`src/rtl/rr_arb32.sv`:
```
// ---------------------------------------------------------------------------
// rr_arb32 : 32-requester round-robin arbiter with a registered, handshaked
//            grant, shared among up to 32 out-of-order core entries.
//
// Ports
//   clk        in   1   core clock, all state updates on the rising edge
//   rst        in   1   synchronous, active-high reset
//   lock       in   1   (only with RR_ARB32_LOCK_EN) hold the current
//                       requester across an accept for multi-beat transfers
//   req        in  32   request lines, bit i = requester i
//   gnt_ready  in   1   downstream accepts the presented grant this cycle
//   gnt_valid  out  1   a grant is registered and presented
//   gnt_oh     out 32   one-hot grant vector, zero when gnt_valid=0
//   gnt_idx    out  5   binary index of the granted requester, 0 when idle
//   any_req    out  1   combinational OR of req (or32 instance)
//
// Optional feature macro: RR_ARB32_LOCK_EN (adds the lock input).
//
// The two FSM states map directly onto gnt_valid: IDLE presents nothing,
// HOLD presents a bit-stable grant until gnt_ready accepts it.
// ---------------------------------------------------------------------------

// Reduction OR used for the any-request detect.
module or32 (
    input  logic [31:0] a,
    output logic        y
);
    assign y = |a;
endmodule

module rr_arb32 (
    input  logic        clk,
    input  logic        rst,
`ifdef RR_ARB32_LOCK_EN
    input  logic        lock,
`endif
    input  logic [31:0] req,
    input  logic        gnt_ready,
    output logic        gnt_valid,
    output logic [31:0] gnt_oh,
    output logic [4:0]  gnt_idx,
    output logic        any_req
);

    typedef enum logic {
        IDLE = 1'b0,
        HOLD = 1'b1
    } state_e;

    state_e      state_q, state_d;
    logic [4:0]  ptr_q, ptr_d;
    logic [31:0] gnt_oh_q, gnt_oh_d;
    logic [4:0]  gnt_idx_q, gnt_idx_d;
    logic        accept;
    logic        keep_lock;
    logic [4:0]  next_ptr;

    or32 u_or32 (
        .a (req),
        .y (any_req)
    );

    // First set bit of r scanning circularly upward from position p.
    // The 5-bit index addition wraps 31 -> 0 on its own.
    function automatic logic [4:0] pick(input logic [31:0] r, input logic [4:0] p);
        logic [4:0] res;
        logic [4:0] j;
        logic       found;
        res   = '0;
        found = 1'b0;
        for (int k = 0; k < 32; k++) begin
            j = p + 5'(k);
            if (!found && r[j]) begin
                res   = j;
                found = 1'b1;
            end
        end
        return res;
    endfunction

    assign accept   = (state_q == HOLD) && gnt_ready;
    assign next_ptr = gnt_idx_q + 5'd1;

`ifdef RR_ARB32_LOCK_EN
    // Lock only matters on an accept, and only while the owner still requests.
    assign keep_lock = lock && req[gnt_idx_q];
`else
    assign keep_lock = 1'b0;
`endif

    always_comb begin
        state_d   = state_q;
        ptr_d     = ptr_q;
        gnt_oh_d  = gnt_oh_q;
        gnt_idx_d = gnt_idx_q;
        unique case (state_q)
            IDLE: begin
                if (any_req) begin
                    gnt_idx_d = pick(req, ptr_q);
                    gnt_oh_d  = 32'd1 << gnt_idx_d;
                    state_d   = HOLD;
                end
            end
            HOLD: begin
                // Without an accept the grant is frozen regardless of req.
                if (accept) begin
                    if (keep_lock) begin
                        // Same requester again, pointer untouched.
                        gnt_idx_d = gnt_idx_q;
                        gnt_oh_d  = gnt_oh_q;
                    end else begin
                        // Accepted requester becomes lowest priority.
                        ptr_d = next_ptr;
                        if (any_req) begin
                            gnt_idx_d = pick(req, next_ptr);
                            gnt_oh_d  = 32'd1 << gnt_idx_d;
                        end else begin
                            gnt_idx_d = '0;
                            gnt_oh_d  = '0;
                            state_d   = IDLE;
                        end
                    end
                end
            end
            default: begin
                state_d   = IDLE;
                gnt_idx_d = '0;
                gnt_oh_d  = '0;
            end
        endcase
    end

    always_ff @(posedge clk) begin
        if (rst) begin
            state_q   <= IDLE;
            ptr_q     <= '0;
            gnt_oh_q  <= '0;
            gnt_idx_q <= '0;
        end else begin
            state_q   <= state_d;
            ptr_q     <= ptr_d;
            gnt_oh_q  <= gnt_oh_d;
            gnt_idx_q <= gnt_idx_d;
        end
    end

    assign gnt_valid = (state_q == HOLD);
    assign gnt_oh    = gnt_oh_q;
    assign gnt_idx   = gnt_idx_q;

endmodule

```
`config.mk`:
```
export PLATFORM = sky130hd
export DESIGN_NAME = rr_arb32
export DESIGN_NICKNAME = d
export VERILOG_FILES = /design/src/rtl/rr_arb32.sv
export SDC_FILE = /design/constraint.sdc
export NUM_CORES = 1
export LEC_CHECK = 0
export CAP_MARGIN = 10
export CORE_MARGIN = 2
export CORE_UTILIZATION = 55
export CTS_CLUSTER_DIAMETER = 200
export DETAILED_ROUTE_END_ITERATION = 16
export PLACE_DENSITY = 0.74
export SKIP_LAST_GASP = 1
export SLEW_MARGIN = 0
export SYNTH_ARGS = -nofsm -noshare
export SYNTH_HDL_FRONTEND = slang
export SYNTH_HIERARCHICAL = 1
export SYNTH_SLANG_ARGS = --single-unit
```
`constraint.sdc`:
```
create_clock -name clk -period 16.9 [get_ports clk]
set_clock_uncertainty 0.15 [all_clocks]
set_input_delay 4.225 -clock clk [delete_from_list [all_inputs] [get_ports clk]]
set_output_delay 4.225 -clock clk [all_outputs]
set_load 0.02 [all_outputs]
```
==> results of run 1 <==
per-layer routing:
metal	vias to the layer above	part of all wire (%)	wire length, um
met5	-	0	0
met4	0	6.6	3800
met3	235	10	5960
met2	1112	45	25800
met1	7622	38	21800
li1	6898	-	-
cell type report:
type | instances | area, um2 | share of cell area, %
inverters | 44 | 166 | 1.14
flip-flops and latches | 43 | 865 | 5.91
clock buffers | 6 | 129 | 0.881
repair buffers | 102 | 948 | 6.49
well taps | 324 | 405 | 2.77
multi-input cells | 1541 | 12100 | 82.7
clock inverters | 2 | 12.5 | 0.0856
stage by stage:
step                      total power, uW  instances  utilization [%]  hold slack, ps
after floorplan                      2140       1741                -             414
after global placement               2860       2054             59.5             338
after detailed placement             2860       2054             59.5             337
after CTS                            2970       2062             60.1             345
after global routing                 3240       2062             60.1             362
final                                3090       2062             60.1             345
worst register-to-register path, delay by kind of cell (launching register included):
kind	cells	cell delay, ps
AO/OA/AOI/OAI	7	2690
adder cells (fa/ha/maj)	1	650
buffers and inverters	3	2110
flip-flops	1	310
multiplexers	2	1180
AND/OR/NAND/NOR	6	2020
how the worst min path moves through the flow:
stage | startpoint | to | slack, ps
detailed placement | gnt_oh[3]$_SDFFE_PP0P_ | gnt_oh[3]$_SDFFE_PP0P_ | 340
finish | gnt_oh[21]$_SDFFE_PP0P_ | gnt_oh[21]$_SDFFE_PP0P_ | 340
global route | gnt_oh[21]$_SDFFE_PP0P_ | gnt_oh[21]$_SDFFE_PP0P_ | 360
CTS | gnt_oh[3]$_SDFFE_PP0P_ | gnt_oh[3]$_SDFFE_PP0P_ | 350
floorplan | gnt_oh[11]$_SDFFE_PP0P_ | gnt_oh[11]$_SDFFE_PP0P_ | 410
global placement | gnt_oh[15]$_SDFFE_PP0P_ | gnt_oh[15]$_SDFFE_PP0P_ | 340
flip-flops by register name, summed over array words and instances (netlist names):
signal     flops
gnt_oh        32
ptr_q          5
gnt_idx        5
gnt_valid      1
power by group:
group | leakage (uW) | switching (uW) | internal (uW)
clock network | 0.0000669 | 40.8 | 54.6
logic | 0.00474 | 1930 | 934
registers | 0.000355 | 19.2 | 117
synthesized netlist by cell type (all sizes together) (23+ instances only):
| cell type | instances |
|---|---|
| nor3 | 43 |
| nand4 | 54 |
| nor2 | 162 |
| a31oi | 26 |
| dfxtp | 43 |
| xnor2 | 44 |
| clkbuf | 59 |
| inv | 38 |
| and3 | 24 |
| a211oi | 47 |
| o21ai | 94 |
| mux2 | 40 |
| o21a | 27 |
| and2 | 29 |
| mux4 | 105 |
| o22ai | 23 |
| nand3 | 50 |
| a21oi | 89 |
| buf | 54 |
| nor4 | 33 |
| nand2 | 184 |
| mux2i | 126 |
logic make-up (layout without fill, tap and decap cells):
kind of cell | Yosys count | in the layout | synth area share [%]
simple gates | 677 | 677 | 25.6
compound gates | 516 | 516 | 27.0
mux | 271 | 271 | 30.0
buf+inv | 157 | 154 | 5.36
xor+xnor | 58 | 58 | 4.00
flops | 43 | 43 | 6.31
fa+ha+maj | 19 | 19 | 1.74
==> flow_summary.ini, run 1 <==
[worst_setup_path]
cp-endpoint = any_req
r2r_slack_ps = 7700
r2r_start = gnt_idx[0]$_SDFFE_PP0P_
worst_path_max_delay_cell = clkdlybuf4s50_1
path_depth = 5
cp-startpoint = req[26]
cp.arrival_ps = 6410
cp_num_buf_inv = 2
slowest_delay_ps = 620
reg2regPathDepth = 19
critical_path_peak_fanout = 10
cpLargestDelayFamily = buffers and inverters
crit_type = in2out
r2r-end = gnt_oh[16]$_SDFFE_PP0P_
crit_path_cell_trace = clkdlybuf4s50_1, nor4_1, nand4_1, or2_1, clkdlybuf4s50_1
crit_path_frequent_cell = clkdlybuf4s50_1
crit_required_ps = 12530
cp-end-kind = primary output
critPathLaunchType = input port

[clock_network]
post_cts_resized = 0
clock_path_buffers = 2
root_buffer = clkbuf_16
cts.sinks = 43
htree_levels = 2
cts_made_buffers = 5
postCtsSetupBuffers = 0
insertion_delay_ps = 280
postCtsHoldBufs = 0
cts_tree = done
clk_pin_slew_worst_paths_ps = 60

[timing]
period_needed_ps = 10780
maxSlewHeadroom_pct = 24.6
hold_viol = 0
setup-tns-final_ps = 0
setup_slack_ps = 6120
grt_setup_unrepaired = false
min_period_over_period_pct = 63.8
max_freq_mhz = 92.7
tightest_slew_ps = 1120
finalSetupViolations = 0
final_max_slew_viol_count = 0

[floorplan]
num_rows = 57
die_w_um = 162
die-area_um2 = 26100
core_area_um2 = 24300
die_height_um = 162
start_util_pct = 56.1
ioPinCount = 74

[yosys]
synth.area.top_cells = mux4_2, mux2i_1, dfxtp_1, nand2_1, nor2_1
ys_types = 111
synth_cells = 1741
synth_area_um2 = 13600
synth_nets = 1795
ys_ff_latch = 43
synth_top_cell_by_area = mux4_2
syn_avg_cell_area_um2 = 7.84
ys.flop_type = dfxtp_1
yosysSeqAreaShare_pct = 6.31
netlist.area_leader.share_pct = 17.0
ys_warn_count = 6
async_flop_share_pct = 0
synth_edf_count = 0

[global_routing]
grt.met2_usage_pct = 68.6
grt_pass1_wl_mm = 87.4
met3_usage_pct = 6.78
grt_busiest_layer = met2
grt_start_max_net_pins = 74
track_usage_pct = 42.7
antenna_found_initial = 0
grt_pass1_vias = 14800
use_met1_pct = 55.5
grt_overflow_total = 0

[route]
wl_per_cell_um = 27.8
viasPerCell = 7.69
dr.pass1.iters = 8
drtAntennaViolNets = 0
wl_mm = 57.4
drt_iter0_markers = 2328
routed-via-count = 15900
drcViolationCount = 0

[placement]
place_hpwl_mm = 43.7
gp_congestion = 1.04
place_area_um2 = 14500
io_buffer_count = 73
pre_cts_ws_ps = 6190

[min_path]
worst_hold_path_type = reg2reg
whs_path_depth = 2

[layout]
final_common_cell = nand2_1
final_cell_mix = nand2_1, nor2_1, mux2i_1, mux4_2, a21oi_1
diodes = 0
syn_to_final_growth_pct = 7.14
drive_gt1_share_pct = 14.6
stdcell_area_um2 = 14600
fin_nets = 1791
fillCellCount = 2274

[power]
powerDensity_nw_per_um2 = 211
vdd_drop_max_uv = 161
p_leak_uw = 0.00516

[status]
status = complete, no violations

[flow_run]
drv_cap = 0
Power figures use the tool's default switching activity.
==> run 2, diff against run 1 <==
Clock period 16.9 ns to 11.07 ns, I/O delays scaled along.
==> flow_summary.ini, run 2 (synthesis gave the netlist of run 1 again) <==
[global_routing]
grt_pass1_vias = 14900
grt_start_max_net_pins = 63
grt_pass1_wl_mm = 89.2
grt_overflow_total = 0
antenna_found_initial = 0
track_usage_pct = 43.8

[worst_setup_path]
cp.arrival_ps = 9370
cpLargestDelayFamily = simple AND/OR/NAND/NOR gates
cp-end-kind = flip-flop
cp-startpoint = req[17]
critical_path_peak_fanout = 13
worst_path_max_delay_cell = nor2_1
crit_path_frequent_cell = mux2i_1
cp-endpoint = gnt_oh[8]$_SDFFE_PP0P_
cp_num_buf_inv = 1
reg2regPathDepth = 20
slowest_delay_ps = 870
r2r_start = gnt_idx[0]$_SDFFE_PP0P_
critPathLaunchType = input port
crit_type = in2reg
crit_required_ps = 11110
r2r-end = gnt_idx[1]$_SDFFE_PP0P_
path_depth = 15
crit_path_cell_trace = clkdlybuf4s50_1, mux4_2, mux2i_1, mux2i_1, mux2i_1, nand3_1, nor2_1, nand4_2, nor3_4, a2111oi_0, nor4_2, o21ai_0, nor2_1, nand2_1, a311oi_1
r2r_slack_ps = 2950

[floorplan]
num_rows = 57
ioPinCount = 74
core_area_um2 = 24300
die_height_um = 162
die-area_um2 = 26100
start_util_pct = 56.1
die_w_um = 162

[layout]
ff_latch_area_um2 = 865
diodes = 0
final_common_cell = nand2_1
largest_register_ffs = 32
final_cell_mix = nand2_1, nor2_1, mux2i_1, mux4_2, a21oi_1
fillCellCount = 2241
instances_no_fill = 2067
drive_gt1_share_pct = 14.7
fin_nets = 1797
syn_to_final_growth_pct = 7.55
stdcell_area_um2 = 14700
multi_input_area_um2 = 12100

[power]
internal_power_uw = 1720
vdd_drop_max_uv = 496
swShare_pct = 64.2
comb_power_share_pct = 92.1
powerDensity_nw_per_um2 = 327
clkPwrFrac_pct = 3.5
p_leak_uw = 0.00519
p_seq_share_pct = 4.4
power.net_switching_uw = 3080

[route]
routed-via-count = 16100
drt_iter0_markers = 2736
viasPerCell = 7.80
drtAntennaViolNets = 0
drcViolationCount = 0
wl_per_cell_um = 28.5
dr.pass1.iters = 7
wl_mm = 58.8

[min_path]
worst_hold_path_type = reg2reg

[flow_run]
drv_cap = 0

[timing]
min_period_over_period_pct = 84.2
final_max_slew_viol_count = 0
grt_setup_unrepaired = false
maxSlewHeadroom_pct = 12.8
finalSetupViolations = 0
tightest_slew_ps = 1300
period_needed_ps = 9330
max_freq_mhz = 107
hold_viol = 0
setup-tns-final_ps = 0

[placement]
place_hpwl_mm = 44.1
gp_congestion = 1.10
place_area_um2 = 14500
io_buffer_count = 73
dp_cells = 2060

[clock_network]
postCtsSetupBuffers = 0
cts_tree = done
root_buffer = clkbuf_16
post_cts_resized = 0
clock_path_buffers = 2
cts.sinks = 43
postCtsHoldBufs = 0
cts_made_buffers = 5
clk_pin_slew_worst_paths_ps = 60
htree_levels = 2
insertion_delay_ps = 280

[status]
status = complete, no violations
==> run 2: cell types whose count changed in the layout (fill, tap and decap cells not counted) <==
cell | previous run | this run
bufinv_16 | 0 | 1
buf_4 | 29 | 35
clkinv_2 | 2 | 1
xnor2_1 | 38 | 39
clkinvlp_4 | 1 | 0
xnor2_2 | 5 | 4
==> run 2: layout make-up <==
type	count	area share [%]
Clock buffer	6	0.878
Inverter	44	1.13
Multi-Input combinational cell	1541	82.4
Clock inverter	1	0.205
Timing Repair Buffer	108	6.77
Sequential cell	43	5.89
Tap cell	324	2.76
==> run 2: worst min-delay path, cell delays in order (launching register included) <==
cell and delay [ps]:
dfxtp_1 310, nor2_1 100, a211oi_1 50
==> run 2: per-stage QoR <==
step / setup slack, ps / total power [uW] / utilization, % / hold slack (ps)
2_1_floorplan: 4110 / 3260 / - / 414
3_3_place_gp: 1840 / 4390 / 59.7 / 337
3_5_place_dp: 1830 / 4400 / 59.7 / 345
4_1_cts: 2120 / 4590 / 60.3 / 355
5_1_grt: 1420 / 5010 / 60.3 / 372
6_report: 1740 / 4810 / 60.3 / 351
==> run 2: power groups by stage <==
stage / registers, uW / logic [uW] / clock network [uW]
final: 213 / 4430 / 167
after global routing: 216 / 4620 / 174
after CTS: 212 / 4210 / 167
after detailed placement: 215 / 4180 / 0
after global placement: 215 / 4170 / 0
after floorplan: 223 / 3040 / 0
==> run 2: metal layers <==
metal  vias up  global-route usage, %  wire, um
met5         -                      0         0
met4         0                   25.4      4270
met3       280                   7.27      7320
met2      1312                   68.2     25900
met1      7618                   57.5     21300
li1       6913                      -         -
==> run 2: worst min path at each step <==
stage                                  from                       to  slack [ps]  cells after the start
floorplan           gnt_oh[11]$_SDFFE_PP0P_  gnt_oh[11]$_SDFFE_PP0P_         410                      2
global placement    gnt_oh[31]$_SDFFE_PP0P_  gnt_oh[31]$_SDFFE_PP0P_         340                      2
detailed placement  gnt_oh[31]$_SDFFE_PP0P_  gnt_oh[31]$_SDFFE_PP0P_         350                      2
CTS                 gnt_oh[29]$_SDFFE_PP0P_  gnt_oh[29]$_SDFFE_PP0P_         350                      2
global route        gnt_oh[24]$_SDFFE_PP0P_  gnt_oh[24]$_SDFFE_PP0P_         370                      2
finish              gnt_oh[29]$_SDFFE_PP0P_  gnt_oh[29]$_SDFFE_PP0P_         350                      2
